==> src/rtl/pcpi_pkg.sv <==
// Shared encodings, FSM state set and decode payload for the PCPI mul/div dispatcher.
package pcpi_pkg;

    localparam logic [6:0] OP     = 7'b0110011;
    localparam logic [6:0] OP_32  = 7'b0111011;
    localparam logic [6:0] MULDIV = 7'b0000001;

    localparam int unsigned CNT_W = 8;

    typedef enum logic [2:0] {
        ST_IDLE  = 3'd0,
        ST_MUL   = 3'd1,
        ST_DIV   = 3'd2,
        ST_ILL   = 3'd3,
        ST_RESP  = 3'd4,
        ST_DRAIN = 3'd5
    } pcpi_state_e;

    typedef struct packed {
        logic is_mul;
        logic is_div;
        logic is_w;
        logic illegal;
    } pcpi_dec_t;

    function automatic logic [6:0] insn_opcode(input logic [31:0] insn);
        return insn[6:0];
    endfunction

    function automatic logic [6:0] insn_funct7(input logic [31:0] insn);
        return insn[31:25];
    endfunction

endpackage

==> src/rtl/pcpi_m_decode.sv <==
// Combinational M-extension classifier: routes an instruction to MUL, DIV or the illegal path.
module pcpi_m_decode
    import pcpi_pkg::*;
#(
    parameter int unsigned XLEN = 64
) (
    input  logic [31:0] insn,
    output logic        is_mul,
    output logic        is_div,
    output logic        is_w,
    output logic        illegal
);

    localparam bit RV64 = (XLEN == 64);

    pcpi_dec_t dec;
    logic      muldiv_f7;
    logic      unused_fields;

    assign muldiv_f7     = (insn_funct7(insn) == MULDIV);
    assign unused_fields = ^{insn[24:15], insn[11:7]};

    // funct3[2] splits MUL (0-3) from DIV (4-7); OP_32 only has MULW at funct3=0
    always_comb begin
        dec = '{is_mul: 1'b0, is_div: 1'b0, is_w: 1'b0, illegal: 1'b1};
        if (insn_opcode(insn) == OP && muldiv_f7) begin
            dec.is_mul  = ~insn[14];
            dec.is_div  = insn[14];
            dec.illegal = 1'b0;
        end else if (RV64 && insn_opcode(insn) == OP_32 && muldiv_f7) begin
            if (insn[14]) begin
                dec.is_div  = 1'b1;
                dec.is_w    = 1'b1;
                dec.illegal = 1'b0;
            end else if (insn[13:12] == 2'b00) begin
                dec.is_mul  = 1'b1;
                dec.is_w    = 1'b1;
                dec.illegal = 1'b0;
            end
        end
    end

    assign is_mul  = dec.is_mul;
    assign is_div  = dec.is_div;
    assign is_w    = dec.is_w;
    assign illegal = dec.illegal;

endmodule

==> src/rtl/pcpi_dispatch.sv <==
// PCPI front end: latches a core request, dispatches it to the multiplier or divider,
// times out unclaimed encodings as illegal and returns a single completion pulse.
module pcpi_dispatch
    import pcpi_pkg::*;
#(
    parameter int unsigned XLEN        = 64,
    parameter int unsigned ILL_TIMEOUT = 16
) (
    input  logic            clock,
    input  logic            reset,
    input  logic            pcpi_valid,
    input  logic [31:0]     pcpi_insn,
    input  logic [XLEN-1:0] pcpi_rs1_data,
    input  logic [XLEN-1:0] pcpi_rs2_data,
    output logic            pcpi_ready,
    output logic            pcpi_wb_write,
    output logic [XLEN-1:0] pcpi_wb_data,
    output logic            pcpi_illegal,
    output logic            mul_valid,
    output logic            div_valid,
    output logic [31:0]     unit_insn,
    output logic [XLEN-1:0] unit_rs1,
    output logic [XLEN-1:0] unit_rs2,
    input  logic            mul_ready,
    input  logic            mul_wr,
    input  logic [XLEN-1:0] mul_rd,
    input  logic            div_ready,
    input  logic            div_wr,
    input  logic [XLEN-1:0] div_rd
);

    localparam logic [CNT_W-1:0] CNT_LAST = CNT_W'(ILL_TIMEOUT - 1);

    pcpi_state_e      state, state_n;
    logic             dec_pend, dec_pend_n;
    logic [CNT_W-1:0] cnt, cnt_n;
    logic             is_w_q, is_w_n;
    logic             latch;

    logic             ready_n;
    logic             wb_write_n;
    logic [XLEN-1:0]  wb_data_n;
    logic             illegal_n;

    logic             hit;
    logic             wr_sel;
    logic [XLEN-1:0]  rd_sel;
    logic [XLEN-1:0]  rd_w;

    logic             dec_is_mul;
    logic             dec_is_div;
    logic             dec_is_w;
    logic             dec_illegal;

    pcpi_m_decode #(
        .XLEN (XLEN)
    ) u_decode (
        .insn    (unit_insn),
        .is_mul  (dec_is_mul),
        .is_div  (dec_is_div),
        .is_w    (dec_is_w),
        .illegal (dec_illegal)
    );

    assign rd_w = XLEN'($signed(rd_sel[31:0]));

    // Next-state and next-output logic; a request is latched in IDLE and decoded one edge later
    always_comb begin
        state_n    = state;
        dec_pend_n = dec_pend;
        cnt_n      = cnt;
        is_w_n     = is_w_q;
        latch      = 1'b0;
        ready_n    = 1'b0;
        wb_write_n = 1'b0;
        wb_data_n  = '0;
        illegal_n  = 1'b0;
        hit        = 1'b0;
        wr_sel     = 1'b0;
        rd_sel     = '0;

        case (state)
            ST_IDLE: begin
                if (dec_pend) begin
                    dec_pend_n = 1'b0;
                    if (pcpi_valid) begin
                        is_w_n = dec_is_w;
                        cnt_n  = '0;
                        if (dec_illegal) begin
                            state_n = ST_ILL;
                        end else if (dec_is_mul) begin
                            state_n = ST_MUL;
                        end else begin
                            state_n = ST_DIV;
                        end
                    end
                end else if (pcpi_valid) begin
                    latch      = 1'b1;
                    dec_pend_n = 1'b1;
                end
            end
            ST_MUL: begin
                if (!pcpi_valid) begin
                    state_n = ST_IDLE;
                end else if (mul_ready) begin
                    hit    = 1'b1;
                    wr_sel = mul_wr;
                    rd_sel = mul_rd;
                end
            end
            ST_DIV: begin
                if (!pcpi_valid) begin
                    state_n = ST_IDLE;
                end else if (div_ready) begin
                    hit    = 1'b1;
                    wr_sel = div_wr;
                    rd_sel = div_rd;
                end
            end
            ST_ILL: begin
                if (!pcpi_valid) begin
                    state_n = ST_IDLE;
                end else if (cnt == CNT_LAST) begin
                    state_n   = ST_RESP;
                    ready_n   = 1'b1;
                    illegal_n = 1'b1;
                end else begin
                    cnt_n = cnt + CNT_W'(1);
                end
            end
            ST_RESP: begin
                state_n = ST_DRAIN;
            end
            ST_DRAIN: begin
                if (!pcpi_valid) begin
                    state_n = ST_IDLE;
                end
            end
            default: begin
                state_n = ST_IDLE;
            end
        endcase

        if (hit) begin
            state_n    = ST_RESP;
            ready_n    = 1'b1;
            wb_write_n = wr_sel;
            wb_data_n  = is_w_q ? rd_w : rd_sel;
        end
    end

    // State and registered outputs; unit strobes follow the state being entered
    always_ff @(posedge clock) begin
        if (reset) begin
            state         <= ST_IDLE;
            dec_pend      <= 1'b0;
            cnt           <= '0;
            is_w_q        <= 1'b0;
            pcpi_ready    <= 1'b0;
            pcpi_wb_write <= 1'b0;
            pcpi_wb_data  <= '0;
            pcpi_illegal  <= 1'b0;
            mul_valid     <= 1'b0;
            div_valid     <= 1'b0;
        end else begin
            state         <= state_n;
            dec_pend      <= dec_pend_n;
            cnt           <= cnt_n;
            is_w_q        <= is_w_n;
            pcpi_ready    <= ready_n;
            pcpi_wb_write <= wb_write_n;
            pcpi_wb_data  <= wb_data_n;
            pcpi_illegal  <= illegal_n;
            mul_valid     <= (state_n == ST_MUL);
            div_valid     <= (state_n == ST_DIV);
        end
    end

    // Request payload shared by both units
    always_ff @(posedge clock) begin
        if (latch) begin
            unit_insn <= pcpi_insn;
            unit_rs1  <= pcpi_rs1_data;
            unit_rs2  <= pcpi_rs2_data;
        end
    end

endmodule
==> config.mk <==
export PLATFORM = sky130hd
export DESIGN_NAME = pcpi_dispatch
export DESIGN_NICKNAME = d
export VERILOG_FILES = /design/src/rtl/pcpi_pkg.sv /design/src/rtl/pcpi_m_decode.sv /design/src/rtl/pcpi_dispatch.sv
export SDC_FILE = /design/constraint.sdc
export NUM_CORES = 1
export LEC_CHECK = 0
export ABC_AREA = 1
export BUFFER_PORTS_ARGS = -buffer_cell sky130_fd_sc_hd__buf_2
export CORE_AREA = 2 2 201 203
export DETAILED_ROUTE_END_ITERATION = 12
export DIE_AREA = 0 0 203 205
export SETUP_SLACK_MARGIN = 0.02
export SLEW_MARGIN = 40
export SYNTH_ARGS = -nofsm -noshare
export SYNTH_HDL_FRONTEND = slang
export SYNTH_SLANG_ARGS = --single-unit
export TNS_END_PERCENT = 1
==> constraint.sdc <==
create_clock -name clock -period 13.47 [get_ports clock]
set_clock_uncertainty 0.1 [all_clocks]
set_input_delay 2.694 -clock clock [delete_from_list [all_inputs] [get_ports clock]]
set_output_delay 2.694 -clock clock [all_outputs]
set_load 0.01 [all_outputs]
---- After elaboration in Yosys (flattened, before gate mapping) ----
Index checks and enable logic that the tools add are counted.
Widths: inputs -> output; s select.
storage, ports and cells
  flip-flop bits (word level) ............. 242
  latch bits .............................. 0
  bits in writable memories ............... 0
  ROM bits ................................ 0
  input port bits ......................... 295
  output and inout port bits .............. 229
  logic and storage cells ................. 86
  memories ................................ 0
operators by class
  $add $sub $neg .......................... 1
  $mul .................................... 0
  divide/modulo/power cells ............... 0
  order comparisons ....................... 0
  equal/unequal tests ..................... 15
  shifts and indexed selects .............. 0
  mux-type cells .......................... 46
  bitwise operators ....................... 2
  reductions and logical operators ........ 9
operators by type and width
  operator             count
  $mux 64              5
  $pmux 64 s2          1
  $mux 8               4
  $mux 1               20
  $mux 3               6
  $pmux 8 s2           1
  $eq 7x6->1 const B   2
  $pmux 3 s4           1
  $mux 2               5
  $eq 3x2->1 const B   3
  $add 8x1->8 const B  1
  $eq 8x4->1 const B   1
  $ne 2x2->1 const B   4
  $eq 7x1->1 const B   1
  $eq 3x1->1 const B   2
  $eq 3x3->1 const B   2
  $reduce_and 5->1     1
  $mux 4               1
  $pmux 1 s2           2
  $logic_not 3->1      1
  $reduce_and 3->1     1
  $reduce_or 3->1      1
  $logic_and 1x1->1    2
  $logic_not 2->1      1
  3 further kinds      4

---- Depth between registers and ports, before layout ----
Gate-level depths: netlist (run 1).
  word-level depth ........................ 12
  mapped depth ............................ 11
  mapped depth without buffers ............ 11

---- Modules after synthesis ----
From an unflattened synthesis (run 1), not the netlist that was laid out.
second synthesis, totals
  cell total of the unflattened synthesis .. 706
  area, all modules ....................... 8799.7 µm²
modules (own cells, without submodules)
  module         times used  cells each  area an instance (µm²)  seq. area each (µm²)
  pcpi_dispatch  1           673         8639.5                  6446.2
  pcpi_m_decode  1           33          160.2                   0.0

---- Least setup slack after synthesis (run 1) ----
Ideal clock, no wire load.
  kind .................................... input -> register
  from .................................... input pcpi_valid
  to ...................................... register unit_insn[0] (enable)
  setup time .............................. 0.879 ns
  data arrival time ....................... 13.675 ns
  required time ........................... 12.491 ns
  setup slack ............................. -1.183 ns
  cell stages on the path ................. 2
  buffers on the path ..................... 0
  cells stage by stage .................... inv_1 > nor3_1
on the way
  longest elaborated chain between the ends .. 3
ends and longest elaborated chain
  item                  RTL line              source
  from (decl)           pcpi_dispatch.sv:11   input logic pcpi_valid,
  $mux 1                pcpi_dispatch.sv:97   end else if (pcpi_valid) begin
  $mux 1                pcpi_dispatch.sv:84   if (dec_pend) begin
  $mux 1                pcpi_dispatch.sv:82   case (state)
  net latch             pcpi_dispatch.sv:38   logic latch;
  to (signal assigned)  pcpi_dispatch.sv:182  unit_insn <= pcpi_insn;
  to (decl)             pcpi_dispatch.sv:21   output logic [31:0] unit_insn,
The timed path passes the listed nets, and every way through them passes these cells.
A chain may end at the register's enable or synchronous reset.

---- Worst setup path after layout (run 1) ----
  from .................................... input pcpi_valid
  to ...................................... register unit_rs2[22] (enable)
on the way
  longest elaborated chain between the ends .. 3
ends and longest elaborated chain
  item                  RTL line              source
  $mux 1                pcpi_dispatch.sv:97
  $mux 1                pcpi_dispatch.sv:84
  $mux 1                pcpi_dispatch.sv:82
  net latch             pcpi_dispatch.sv:38
  to (signal assigned)  pcpi_dispatch.sv:184  unit_rs2 <= pcpi_rs2_data;
  to (decl)             pcpi_dispatch.sv:23   output logic [XLEN-1:0] unit_rs2,
The timed path passes the listed nets, and every way through them passes these cells.

==> flow_summary.yaml, run 1 <==
status:
  outcome: "complete, no violations"
placed_design:
  gp_congestion: 0.8033
  port_buffers: 523
  dpl.hpwl_mm: 23.45
detailed_routing:
  postRouteWirelength_mm: 29.63
  vias: 7096
  drc: 0
  firstDrtPassIters: 4
  ant_nets: 0
  wire_per_inst_microns: 16.78
  drtIter0Drc: 339
  routed_via_density: 4.018
power:
  total_leakage_power_nw: 5.499
  power.internal_mw: 1.353
  clkPwrFrac_pct: 40.8
  power_mw: 1.789
  seqPwrFrac_pct: 48.7
  switching_share_pct: 24.36
  powerDensity_nw_per_um2: 140.6
  p_switching_mw: 0.4358
  p_comb_share_pct: 10.5
  vdd_ir_drop_max_mv: 0.06577
worst_setup_path:
  r2r_start: "state[1]"
  cp_cell_sequence: "buf_2, inv_1, nor3_4, buf_6, buf_4, buf_12"
  crit_path_max_incr_delay_ns: 0.61
  arrival_ns: 4.84
  reg2reg_to: "unit_rs2[22]"
  cp_top_family: "buffers and inverters"
  path_buf_inv: 5
  slowest_stage: "buf_6"
  reg2reg_depth: 6
  critPathRequiredTime_ns: 13.59
  path_class: "input port to register"
  cp_max_fo: 85
  endpoint_kind: "register"
  crit_path_start_kind: "input port"
  r2r_setup_slack_ns: 10.49
timing:
  maxSlewHeadroom_pct: 47.98
  max_slew.worst_pin.slew_ns: 0.7804
  finalWorstPathRequiredPeriod_ns: 4.725
  holdWs_ns: 0.3894
  grt_setup_unrepaired: "no"
  max_freq_ghz: 0.2116
  fin_setup_tns_ns: 0
  period_share_pct: 35.08
  hold_viol: 0
  finalSetupViolCount: 0
  drv_slew: 0
logic_synthesis:
  ys.warnings.count: 0
  ys_seq_area_share_pct: 74.47
  synth_area_sq_um: 8656
  syn-num-nets: 986
  synth_area_per_cell_sq_um: 12.54
  ys_types: 28
  syn_inst: 690
  synth_seq_cells: 242
layout:
  multi_input_area_sq_um: 1943
  drive_gt1_share_pct: 51.25
  regArea_sq_um: 6446
  fillers: 4045
  finalNetCount: 1517
  area_growth_pct: 47.01
  final_util_pct: 32.32
  antenna-diode-count: 0
clock_tree:
  postCtsSetupBuffers: 0
  cts_htree_levels: 1
  clock-sinks: 242
  clk_latency_ns: 0.53
  path_clk_slew_ns: 0.06
  cts_tree: "built"
  cts_buffer_depth: 3
  root_buffer: "clkbuf_16"
  cts-resized-gates: 0
  hold_buffers: 0
  cts_buffers: 27
min_path:
  hold_start: "cnt[1]"
  hp-class: "register to register"
  whs_endpoint: "cnt[1]"
  min_path_cells: 2
run:
  max_cap_viol_count: 0
grt:
  grt_usage_pct: 13.33
  grt_pass1_vias: 6835
  grt_max_degree: 86
  grt_pass1_wl_mm: 41.37
  antenna_found_initial: 2
  grt-ovfl-total: 0
floorplanning:
  fp-row-count: 73
  core_area_sq_um: 39370
  start_util_pct: 21.99
  io_pins: 524
  die_w_microns: 203
  die_y_microns: 205
  die_area_sq_um: 41620
[cell families after synthesis]
group / after synthesis / share of synthesized area, %
AOI/OAI and AO/OA: 86 / 7.546
and+or+nand+nor: 304 / 14.30
DFF: 242 / 74.47
buffers and inverters: 56 / 3.440
adders and majority gates: 1 / 0.1445
xor gates and xnor gates: 1 / 0.1012
[tightest hold or removal path: stages, from the launching register on]
cell,delay (ns)
dfxtp_1,0.32
nand2_1,0.06
a21oi_1,0.05
[synth_stat cells]
cell	number	area, sq um
o2111ai_1	1	8.760
nor2_4	1	11.26
nand2_1	243	912.1
buf_2	7	35.03
nor3_1	3	15.01
xor2_1	1	8.760
buf_4	11	82.58
a21oi_2	53	464.2
o31ai_1	1	7.510
o21ai_0	2	10.01
a21oi_4	1	16.27
nand3_1	16	80.08
nor2_1	31	116.4
nand3_4	2	35.03
o21bai_1	1	7.510
buf_6	5	56.30
inv_2	5	18.77
nand3_2	1	10.01
ha_1	1	12.51
a32oi_1	1	8.760
inv_1	23	86.33
dfxtp_1	82	1642
nand4_1	6	37.54
o21ai_1	1	5.000
a21oi_1	25	125.1
edfxtp_1	160	4805
nor2_8	1	20.02
clkbuf_1	5	18.77
[metal layers]
layer | vias to the layer above | wire, microns | GRT usage (%)
li1 | 3403 | - | -
met1 | 3299 | 11260 | 15.37
met2 | 348 | 14930 | 23.85
met3 | 42 | 2696 | 3.882
met4 | 4 | 720 | 3.989
met5 | - | 26 | 0
[final cells by class]
class                      instances  area share (%)
clock buffer                      29           5.369
clock inverter                    20           1.514
inverter                          28          0.8260
multi-input combinational        392           15.27
sequential                       242           50.66
tap                              525           5.162
timing repair buffer             530           21.20
[worst max path at each step]
stage | from | end | slack (ns) | depth (start not counted)
final | pcpi_valid | unit_rs2[22] | 8.74 | 6
after global routing | pcpi_valid | unit_rs2[14] | 8.64 | 6
after CTS | pcpi_valid | unit_rs2[14] | 8.78 | 6
after detailed placement | pcpi_valid | unit_rs2[36] | 8.21 | 6
after global placement | pcpi_valid | unit_rs1[17] | 7.93 | 5
after floorplan | pcpi_valid | unit_insn[0] | 3.82 | 2
[stage by stage]
step / instances / area [sq um] / setup slack, ns
after global routing: 1766 / 12720 / 8.643
after CTS: 1766 / 12720 / 8.779
after global placement: 1715 / 11800 / 7.933
after detailed placement: 1717 / 11850 / 8.210
after floorplan: 690 / 8661 / 3.816
final: 1766 / 12720 / 8.745
[registers in the layout, summed over array words and instances, names as in the netlist]
name	cells
mul_valid	1
div_valid	1
pcpi_wb_write	1
pcpi_wb_data	64
unit_rs1	64
unit_insn	32
cnt	8
dec_pend	1
is_w_q	1
pcpi_ready	1
unit_rs2	64
state	3
pcpi_illegal	1
[layout by cell type, fill, tap and decap left out, types with 3 or more instances in the layout]
master	n
buf_2	523
nand2_1	243
edfxtp_1	160
dfxtp_1	82
a21oi_2	53
nor2_1	31
clkbuf_16	27
a21oi_1	25
inv_1	23
nand3_1	15
clkinv_1	7
nand4_1	6
inv_2	5
nand3_4	4
bufinv_16	3
clkinv_4	3
clkinvlp_4	3
buf_4	3
[power groups by stage]
| stage | registers [mW] | clock network (mW) | logic (mW) |
|---|---|---|---|
| 3_5_place_dp | 0.888 | 0 | 0.191 |
| 5_1_grt | 0.877 | 0.786 | 0.203 |
| 3_3_place_gp | 0.888 | 0 | 0.187 |
| 6_report | 0.872 | 0.730 | 0.187 |
| 2_1_floorplan | 0.924 | 0 | 0.0482 |
| 4_1_cts | 0.873 | 0.755 | 0.192 |
(Power assumes the default switching activity.)
==> run 2, diff against run 1 <==
==> constraint.sdc (replaced) <==
create_clock -name clock -period 4.7 [get_ports clock]
set_clock_uncertainty 0.1 [all_clocks]
set_input_delay 0.94 -clock clock [delete_from_list [all_inputs] [get_ports clock]]
set_output_delay 0.94 -clock clock [all_outputs]
set_load 0.01 [all_outputs]
==> flow_summary.yaml, run 2 (synthesis gave the netlist of run 1 again) <==
min_path:
  hp-class: "register to register"
  whs_endpoint: "cnt[1]"
  min_path_cells: 2
  hold_start: "cnt[1]"
clock_tree:
  root_buffer: "clkbuf_16"
  cts_tree: "built"
  cts_htree_levels: 1
  clock-sinks: 242
  cts_buffers: 28
  clk_latency_ns: 0.54
  cts_buffer_depth: 3
  cts-resized-gates: 0
  path_clk_slew_ns: 0.06
  postCtsSetupBuffers: 0
  hold_buffers: 0
worst_setup_path:
  path_buf_inv: 3
  r2r_setup_slack_ns: 2.47
  cp_max_fo: 31
  r2r_start: "state[0]"
  crit_path_start_kind: "register"
  reg2reg_to: "pcpi_wb_data[43]"
  cp_cell_sequence: "inv_2, nand3_4, inv_1, nand2_1, nand2_1, nand3_4, buf_4, a21oi_1"
  endpoint_kind: "register"
  critPathRequiredTime_ns: 5.00
  arrival_ns: 2.53
  slowest_stage: "dfxtp_1"
  cp_top_family: "simple AND/OR/NAND/NOR gates"
  path_class: "register to register"
  crit_path_max_incr_delay_ns: 0.47
  reg2reg_depth: 8
placed_design:
  place_inst: 1725
  dpl_worst_slack_ns: 1.932
  placed_area_sq_um: 11920
  port_buffers: 523
  gp_congestion: 0.8172
  dpl.hpwl_mm: 24.90
detailed_routing:
  drc: 0
  postRouteWirelength_mm: 31.45
  vias: 7153
  firstDrtPassIters: 4
  wire_per_inst_microns: 17.64
  ant_nets: 0
  drtIter0Drc: 325
  routed_via_density: 4.012
floorplanning:
  start_util_pct: 21.99
  die_w_microns: 203
  die_area_sq_um: 41620
  fp-row-count: 73
  die_y_microns: 205
  io_pins: 524
  core_area_sq_um: 39370
timing:
  finalWorstSetupSlack_ns: 2.467
  fin_setup_tns_ns: 0
  grt_setup_unrepaired: "no"
  holdWs_ns: 0.3921
  finalWorstPathRequiredPeriod_ns: 2.233
  finalSetupViolCount: 0
  max_freq_ghz: 0.4478
  hold_viol: 0
  max_slew.worst_pin.slew_ns: 0.6882
  drv_slew: 0
  period_share_pct: 47.51
  maxSlewHeadroom_pct: 54.12
layout:
  finalNetCount: 1527
  final_common_cell: "buf_2"
  stdcell_count: 1783
  area_growth_pct: 47.93
  final_cell_mix: "523 x buf_2, 243 x nand2_1, 160 x edfxtp_1, 82 x dfxtp_1, 53 x a21oi_2"
  fillers: 4061
  design_area_sq_um: 12800
  reg.largest.list: "pcpi_wb_data x64, unit_rs1 x64, unit_rs2 x64"
  drive_gt1_share_pct: 51.64
power:
  vdd_ir_drop_max_mv: 0.2116
  powerDensity_nw_per_um2: 397.1
  total_leakage_power_nw: 5.557
run:
  max_cap_viol_count: 0
grt:
  grt_pass1_vias: 7002
  grt_usage_pct: 14.13
  grt_max_degree: 65
  antenna_found_initial: 8
  grt_pass1_wl_mm: 43.67
  grt-ovfl-total: 0
status:
  outcome: "complete, no violations"
[run 2: metrics by stage]
stage | power (mW) | util, %
after CTS | 5.181 | 32.46
final | 5.085 | 32.53
after detailed placement | 3.128 | 30.29
after floorplan | 2.773 | -
after global routing | 5.297 | 32.50
after global placement | 3.116 | 30.22
[run 2: cell type report]
type | instances | area (sq um) | area share (%)
timing repair buffer | 539 | 2786 | 21.76
clock inverter | 11 | 71.32 | 0.5570
antenna | 5 | 12.51 | 0.09771
inverter | 28 | 105.1 | 0.8208
tap | 525 | 656.9 | 5.130
sequential | 242 | 6446 | 50.34
multi-input combinational | 392 | 1943 | 15.17
clock buffer | 41 | 783.3 | 6.117
[run 2: power breakdown]
group          leakage [nW]  switching, mW  internal [mW]  total, mW
logic                  2.95          0.345          0.225      0.570
registers              2.19         0.0483           2.45       2.50
clock network         0.422          0.857           1.16       2.02
total                  5.56           1.25           3.84       5.09
[run 2: how the worst max path moves through the flow]
| stage | from | end | slack (ns) | cells past startpoint |
|---|---|---|---|---|
| 2_1_floorplan | pcpi_valid | unit_insn[0] | -0.73 | 2 |
| 3_3_place_gp | pcpi_valid | unit_rs1[16] | 1.73 | 4 |
| 3_5_place_dp | pcpi_valid | pcpi_wb_data[56] | 1.93 | 7 |
| 4_1_cts | state[1] | pcpi_wb_data[56] | 2.42 | 7 |
| 5_1_grt | state[0] | pcpi_wb_data[43] | 2.30 | 8 |
| 6_report | state[0] | pcpi_wb_data[43] | 2.47 | 8 |
[run 2: routing by layer]
metal  up-vias  GRT usage [%]  part of all wire (%)
met5         -              0                  0.12
met3        46          4.884                   9.3
met2       342          25.56                    51
met4         6          3.910                   2.1
li1       3427              -                     -
met1      3332          15.71                    37
[run 2: tightest hold or removal path, cell delays in order, from the launching register on]
cell and delay (ns):
dfxtp_1 0.32, nand2_1 0.06, a21oi_1 0.06
